**src/rtl/fetch_unit.sv**
```systemverilog
// fetch_unit: instruction fetch stage with PC register, IR load, branch/jump and fetch timeout.
// Ports:
//   i_clk          clock, all state updates on posedge
//   i_reset_n      synchronous active-low reset
//   i_pc_we        controller PC write enable
//   i_pc_src       PC source: 0 tgt_reg, 1 alu_result, 2 jump target, 3 hold
//   i_ir_we        request to fetch into the instruction register
//   i_branch       1 = BEQ, 2 = BNE, other = no branch
//   i_alu_result   ALU output
//   i_alu_zero     ALU zero flag
//   i_imem_rdata   instruction memory read data
//   i_imem_ready   instruction memory data valid this cycle
//   o_imem_addr    fetch address (equals pc)
//   o_imem_req     fetch request
//   o_instruction  instruction register
//   o_pc           program counter
//   o_pc_plus4     pc + 4, modulo 2^32
//   o_stall        fetch outstanding, controller must hold
//   o_fetch_err    sticky fetch timeout flag
module fetch_unit #(
    parameter int WAIT_LIMIT = 15
) (
    input  logic        i_clk,
    input  logic        i_reset_n,
    input  logic        i_pc_we,
    input  logic [1:0]  i_pc_src,
    input  logic        i_ir_we,
    input  logic [3:0]  i_branch,
    input  logic [31:0] i_alu_result,
    input  logic        i_alu_zero,
    input  logic [31:0] i_imem_rdata,
    input  logic        i_imem_ready,
    output logic [31:0] o_imem_addr,
    output logic        o_imem_req,
    output logic [31:0] o_instruction,
    output logic [31:0] o_pc,
    output logic [31:0] o_pc_plus4,
    output logic        o_stall,
    output logic        o_fetch_err
);
    typedef enum logic {S_IDLE, S_WAIT} state_t;

    state_t      r_state;
    logic [31:0] r_pc;
    logic [31:0] r_instruction;
    logic [31:0] r_tgt_reg;
    logic        r_pend_we;
    logic [1:0]  r_pend_src;
    logic [31:0] r_pend_alu;
    logic [3:0]  r_wait_cnt;
    logic        r_fetch_err;

    logic        w_idle;
    logic [1:0]  w_src;
    logic [31:0] w_alu;
    logic [31:0] w_pc_plus4;
    logic [31:0] w_jump_tgt;
    logic [31:0] w_load_pc;
    logic        w_taken;
    logic        w_timeout;

    // In WAIT the PC load is driven from the values captured when the fetch started.
    assign w_idle     = r_state == S_IDLE;
    assign w_src      = w_idle ? i_pc_src : r_pend_src;
    assign w_alu      = w_idle ? i_alu_result : r_pend_alu;
    assign w_pc_plus4 = r_pc + 32'd4;
    // Uses the IR contents before any IR load happening in the same cycle.
    assign w_jump_tgt = {w_pc_plus4[31:28], r_instruction[25:0], 2'b00};
    assign w_taken    = (i_branch == 4'd1 && i_alu_zero) || (i_branch == 4'd2 && !i_alu_zero);
    assign w_timeout  = r_wait_cnt == 4'(WAIT_LIMIT - 1);

    always_comb begin
        w_load_pc = (w_src == 2'd0 ? r_tgt_reg : w_src == 2'd1 ? w_alu : w_jump_tgt) & ~32'd3;
    end

    always_ff @(posedge i_clk) begin
        if (!i_reset_n) begin
            r_state       <= S_IDLE;
            r_pc          <= '0;
            r_instruction <= '0;
            r_tgt_reg     <= '0;
            r_pend_we     <= 1'b0;
            r_pend_src    <= '0;
            r_pend_alu    <= '0;
            r_wait_cnt    <= '0;
            r_fetch_err   <= 1'b0;
        end else if (w_idle) begin
            if (i_branch != 4'd1 && i_branch != 4'd2)
                r_tgt_reg <= i_alu_result;
            if (i_ir_we && !i_imem_ready) begin
                r_pend_we  <= i_pc_we;
                r_pend_src <= i_pc_src;
                r_pend_alu <= i_alu_result;
                r_wait_cnt <= '0;
                r_state    <= S_WAIT;
            end else begin
                if (i_ir_we)
                    r_instruction <= i_imem_rdata;
                if (i_pc_we) begin
                    if (i_pc_src != 2'd3)
                        r_pc <= w_load_pc;
                end else if (w_taken) begin
                    r_pc <= r_tgt_reg & ~32'd3;
                end
            end
        end else if (i_imem_ready || w_timeout) begin
            // A ready on the final wait cycle completes normally; otherwise abort with a NOP.
            r_instruction <= i_imem_ready ? i_imem_rdata : '0;
            r_fetch_err   <= r_fetch_err | !i_imem_ready;
            if (r_pend_we && r_pend_src != 2'd3)
                r_pc <= w_load_pc;
            r_state <= S_IDLE;
        end else begin
            r_wait_cnt <= r_wait_cnt + 4'd1;
        end
    end

    assign o_imem_addr   = r_pc;
    assign o_imem_req    = i_reset_n && (r_state == S_WAIT || i_ir_we);
    assign o_instruction = r_instruction;
    assign o_pc          = r_pc;
    assign o_pc_plus4    = w_pc_plus4;
    assign o_stall       = i_reset_n && r_state == S_WAIT;
    assign o_fetch_err   = r_fetch_err;
endmodule

```
**config.mk**
```make
export PLATFORM = sky130hd
export DESIGN_NAME = fetch_unit
export DESIGN_NICKNAME = d
export VERILOG_FILES = /design/src/rtl/fetch_unit.sv
export SDC_FILE = /design/constraint.sdc
export NUM_CORES = 1
export LEC_CHECK = 0
export CAP_MARGIN = 5
export CORE_MARGIN = 2
export CORE_UTILIZATION = 51
export DETAILED_ROUTE_END_ITERATION = 12
export PLACE_DENSITY = 0.87
export SYNTH_ARGS = -nofsm -noshare
export SYNTH_HDL_FRONTEND = slang
export SYNTH_SLANG_ARGS = --single-unit
```
**constraint.sdc**
```tcl
create_clock -name i_clk -period 4.32 [get_ports i_clk]
set_clock_uncertainty 0.05 [all_clocks]
set_input_delay 0.864 -clock i_clk [delete_from_list [all_inputs] [get_ports i_clk]]
set_output_delay 0.864 -clock i_clk [all_outputs]
set_load 0.005 [all_outputs]
```
# Word-level counts from Yosys, hierarchy flattened
# Cells that the tools add are included.
# word_totals
ff_bits	137
inputBits	76
word_cells	70
# classes
n_addsub	2
n_eq_ne	13
muxes	22
bitwise	2
n_reduce_logical	22
# op_table
operator	count
$mux 32	15
$add 32x3->32 const B	1
$mux 4	3
$ne 2x2->1 const B	4
$reduce_and 2->1	4
$logic_and 1x1->1	7
$reduce_and 5->1	1
$add 4x1->4 const B	1
$eq 4x1->1 const B	1
$eq 4x2->1 const B	1
$eq 4x4->1 const B	1
$ne 2x1->1 const B	2
$ne 4x1->1 const B	1
$ne 4x2->1 const B	1
$reduce_bool 2->1	2
$logic_or 1x1->1	3
$mux 1	3
$ne 3x1->1 const B	1
$reduce_and 3->1	1
$reduce_bool 3->1	1
$eq 2x1->1 const B	1
$logic_not 1->1	2
$logic_not 2->1	1
$mux 2	1
2 further kinds	2

# Logic depth before layout (Yosys ltp)
# logic_depth
depth_word	8
ltp_mapped	8
mapped_depth_nobuf	7

# Least setup slack after synthesis
# Ideal clock, no wire load.
# synth_path
path_type	input to output
startpoint	input port i_reset_n
endpoint	output port o_imem_req
arrival_ns	1.552
path_slack_ns	1.854
cell_stages	4
n_path_buf	2
path_cell_list	inv_1 clkbuf_1 clkbuf_1 nor2_1
# synth_between
elab_chain_cells	1
# synth_rtl
item	line	source
start, declared	24	input logic i_reset_n,
$logic_and 1x1->1	119	assign o_imem_req = i_reset_n && (r_state == S_WAIT || i_ir_we);
end, declared	34	output logic o_imem_req,
# No other way between the ends.

# Worst setup path in the final report
# layout_path
startpoint	register r_pc[4] (netlist: o_imem_addr[4])
endpoint	output port o_pc_plus4[23]
# layout_between
elab_chain_cells	1
# layout_rtl
item	line	source
start, declared	44	logic [31:0] r_pc;
start signal, assigned	101	r_pc <= w_load_pc;
start signal, assigned	103	r_pc <= r_tgt_reg & ~32'd3;
start signal, assigned	111	r_pc <= w_load_pc;
$add 32x3->32	66	assign w_pc_plus4 = r_pc + 32'd4;
end, declared	37	output logic [31:0] o_pc_plus4,
# No other way between the ends.

==> results.yml <==
yosys:
  synthesis.area_um2: 6580
  synth_sequential_area_ratio: 0.398
  post_synth_inst_count: 849
  synth-edff-count: 0
  yosys_register_bits: 131
  postSynth.asyncResetShare: 0
  yosysWarnings: 0
  ys_types: 62
  average_cell_area_after_synthesis_um2: 7.75
  synthFlopType: "sky130_fd_sc_hd__dfxtp_1"
floorplan:
  rows: 41
  floorplan.core_area_um2: 12600
  initial_utilization: 0.522
  die_area_um2: 13800
  die_width_um: 118
  floorplan.die.height_um: 118
  ios: 207
sta:
  timing.slew.headroom: 0.244
  final_period_minus_worst_setup_slack_ns: 3.67
  maxSlewViolCount: 0
  layout_worst_path_cycle_share: 0.848
  transition_time_at_the_pin_with_the_least_slew_margin_ns: 1.13
  timing.final.setup_violations: 0
  final.hold.worst_slack_ns: 0.402
  finalHoldViolations: 0
  final_ws_setup_ns: 0.655
  timing.setup.tns_ns: 0
  timing.fmax_mhz: 273
  grt_setup_unrepaired: "no"
clocking:
  cts.repair_timing.setup_buffer_count: 0
  cts_resized: 0
  clkTransAtPathRegs_ns: 0.06
  clock_sinks: 131
  htree_levels: 4
  cts_tree: "built"
  clock_insertion_delay_worst_skew_ns: 0.41
  number_of_buffers_created_by_cts: 17
  ctsLongestPathBuffers: 2
  clock_tree_root: "sky130_fd_sc_hd__clkbuf_16"
  ctsHoldBuffers: 0
critical_path:
  critPathRequiredTime_ns: 3.41
  setup.worst_path.end_class: "primary output"
  startpoint_type: "register"
  critical_path_arrival_ns: 2.75
  end_of_the_worst_register_to_register_path: "r_tgt_reg[28]$_SDFFE_PN0P_"
  critical_path_peak_fanout: 9
  worst-setup-path-type: "reg2out"
  reg2regPathDepth: 4
  crit-reg2reg-launch: "r_state$_SDFF_PN0_"
  regToRegSetupSlack_ns: 1.60
power_and_ir_drop:
  power.leakage_nw: 3.31
  intPower_mw: 2.49
  netsw_mw: 0.898
  maximum_vdd_drop_mv: 0.238
  power.share.clock: 0.415
  powerDensity_nw_per_um2: 377
  pwr-share-seq: 0.408
  p_sw_frac: 0.265
  share_of_total_power_in_combinational_logic: 0.177
  report.power.total_mw: 3.39
final_layout:
  final_nets: 1071
  final.fill_count: 1005
  layout.cells.most_common_list: "sky130_fd_sc_hd__nand2_1 (219), sky130_fd_sc_hd__clkdlybuf4s50_1 (198), sky130_fd_sc_hd__dfxtp_1 (130)"
  synthToLayoutAreaGrowth_pct: 36.4
  largest_reg_flops: 32
  layout_commonest_cell: "sky130_fd_sc_hd__nand2_1"
  finish.utilization: 0.712
  post_route_cells_drive_above_1_share: 0.0677
  antennaDiodeCount: 0
min_path:
  instance_count_along_the_most_critical_hold_path: 2
  timing.hold.worst_endpoint: "r_pend_alu[31]$_SDFFE_PN0P_"
  hp-start: "r_pend_alu[31]$_SDFFE_PN0P_"
  type_of_the_tightest_min_delay_check: "reg2reg"
placed_design:
  gp_congestion: 0.842
  preCtsSetupSlack_ns: 1.07
  count_of_port_buffers_added_during_placement: 198
  dp.final_hpwl_um: 13100
drt:
  routed_wirelength_um: 19600
  viasPerCell: 5.61
  detailroute.via_count: 6599
  antenna_left: 0
  drt_first_iter_violations: 506
  dr.pass1.iters: 5
  drt-wirelength-per-cell_um: 16.6
  route.detailed.drc: 0
global_routing:
  grt_overflow_total: 0
  grt_antenna_before_repair: 0
  grt_pass1_wl_um: 31500
  globalRouteTotalUtil: 0.278
  grt_max_degree: 85
  via_count_of_the_first_global_routing_pass: 6113
flow_run:
  max-cap-violations: 0
status:
  status: "completed"
==> worst max-delay path by stage <==
stage                                    to  cells past startpoint  slack, ns                        start
2_1_floorplan                    o_imem_req                      4       1.85                    i_reset_n
3_3_place_gp   o_imem_addr[18]$_SDFFE_PN0P_                      7       1.14                  i_branch[1]
3_5_place_dp   o_imem_addr[18]$_SDFFE_PN0P_                      7       1.07                  i_branch[1]
4_1_cts                      o_pc_plus4[23]                      6       0.64  o_imem_addr[4]$_SDFFE_PN0P_
5_1_grt                      o_pc_plus4[23]                      6       0.42  o_imem_addr[4]$_SDFFE_PN0P_
6_report                     o_pc_plus4[23]                      6       0.65  o_imem_addr[4]$_SDFFE_PN0P_
==> metal layers <==
metal | wire length [um] | track usage
met1 | 8220 | 0.363
met3 | 1800 | 0.0703
met5 | 0 | 0
met2 | 9210 | 0.449
met4 | 328 | 0.0934
==> cells in the mapped netlist, types with 3 or more instances <==
| cell type | number | area, um^2 |
|---|---|---|
| sky130_fd_sc_hd__o221ai_1 | 13 | 114 |
| sky130_fd_sc_hd__buf_4 | 40 | 300 |
| sky130_fd_sc_hd__clkbuf_1 | 36 | 135 |
| sky130_fd_sc_hd__nor2_1 | 50 | 188 |
| sky130_fd_sc_hd__a311oi_1 | 13 | 114 |
| sky130_fd_sc_hd__buf_2 | 15 | 75.1 |
| sky130_fd_sc_hd__nand3_1 | 44 | 220 |
| sky130_fd_sc_hd__nand4_4 | 3 | 63.8 |
| sky130_fd_sc_hd__nand4_1 | 7 | 43.8 |
| sky130_fd_sc_hd__a21oi_1 | 127 | 636 |
| sky130_fd_sc_hd__nor4_1 | 3 | 18.8 |
| sky130_fd_sc_hd__xnor2_1 | 15 | 131 |
| sky130_fd_sc_hd__nand2_1 | 219 | 822 |
| sky130_fd_sc_hd__nor3_1 | 6 | 30.0 |
| sky130_fd_sc_hd__o21ai_0 | 4 | 20.0 |
| sky130_fd_sc_hd__o211ai_1 | 15 | 113 |
| sky130_fd_sc_hd__dfxtp_1 | 131 | 2620 |
| sky130_fd_sc_hd__inv_1 | 10 | 37.5 |
| sky130_fd_sc_hd__and3_1 | 3 | 18.8 |
| sky130_fd_sc_hd__a31oi_1 | 4 | 25.0 |
| sky130_fd_sc_hd__xor2_1 | 16 | 140 |
| sky130_fd_sc_hd__mux2i_1 | 26 | 260 |
| sky130_fd_sc_hd__ha_1 | 3 | 37.5 |
==> cell families after synthesis <==
family          Yosys count  synth area share
mux                      28            0.0433
compound gates          198             0.186
simple gates            355             0.241
fa+ha+maj                 3           0.00570
flops                   131             0.398
buf+inv                 102            0.0838
other cells               1          0.000570
xor+xnor                 31            0.0413
==> cell type report <==
cell class	instances	area (um^2)	area share
multi-input cells	621	3440	0.383
flip-flops and latches	131	2620	0.292
repair buffers	211	2080	0.232
clock buffers	21	470	0.0524
well taps	172	215	0.0240
clock inverters	10	108	0.0120
inverters	10	40.0	0.00446
==> worst max-delay path, stage by stage (launching register included) <==
cell and delay [ns]:
sky130_fd_sc_hd__dfxtp_1 0.49, sky130_fd_sc_hd__nand4_1 0.26, sky130_fd_sc_hd__nor3_2 0.50, sky130_fd_sc_hd__nand3_1 0.24, sky130_fd_sc_hd__nor2_1 0.18, sky130_fd_sc_hd__xor2_1 0.15
sky130_fd_sc_hd__clkdlybuf4s50_1 0.51
==> power by group through the flow <==
stage	Clock, mW	Sequential (mW)	Combinational (mW)
floorplan	0	1.38	0.312
global placement	0	1.40	0.581
detailed placement	0	1.40	0.594
CTS	1.41	1.38	0.599
global route	1.47	1.39	0.653
finish	1.40	1.38	0.601
==> through the flow <==
step	instance area, um^2	cells
finish	8980	1176
global route	8980	1176
CTS	8980	1176
detailed placement	8400	1145
global placement	8400	1145
floorplan	6600	854
(Power assumes the default switching activity.)
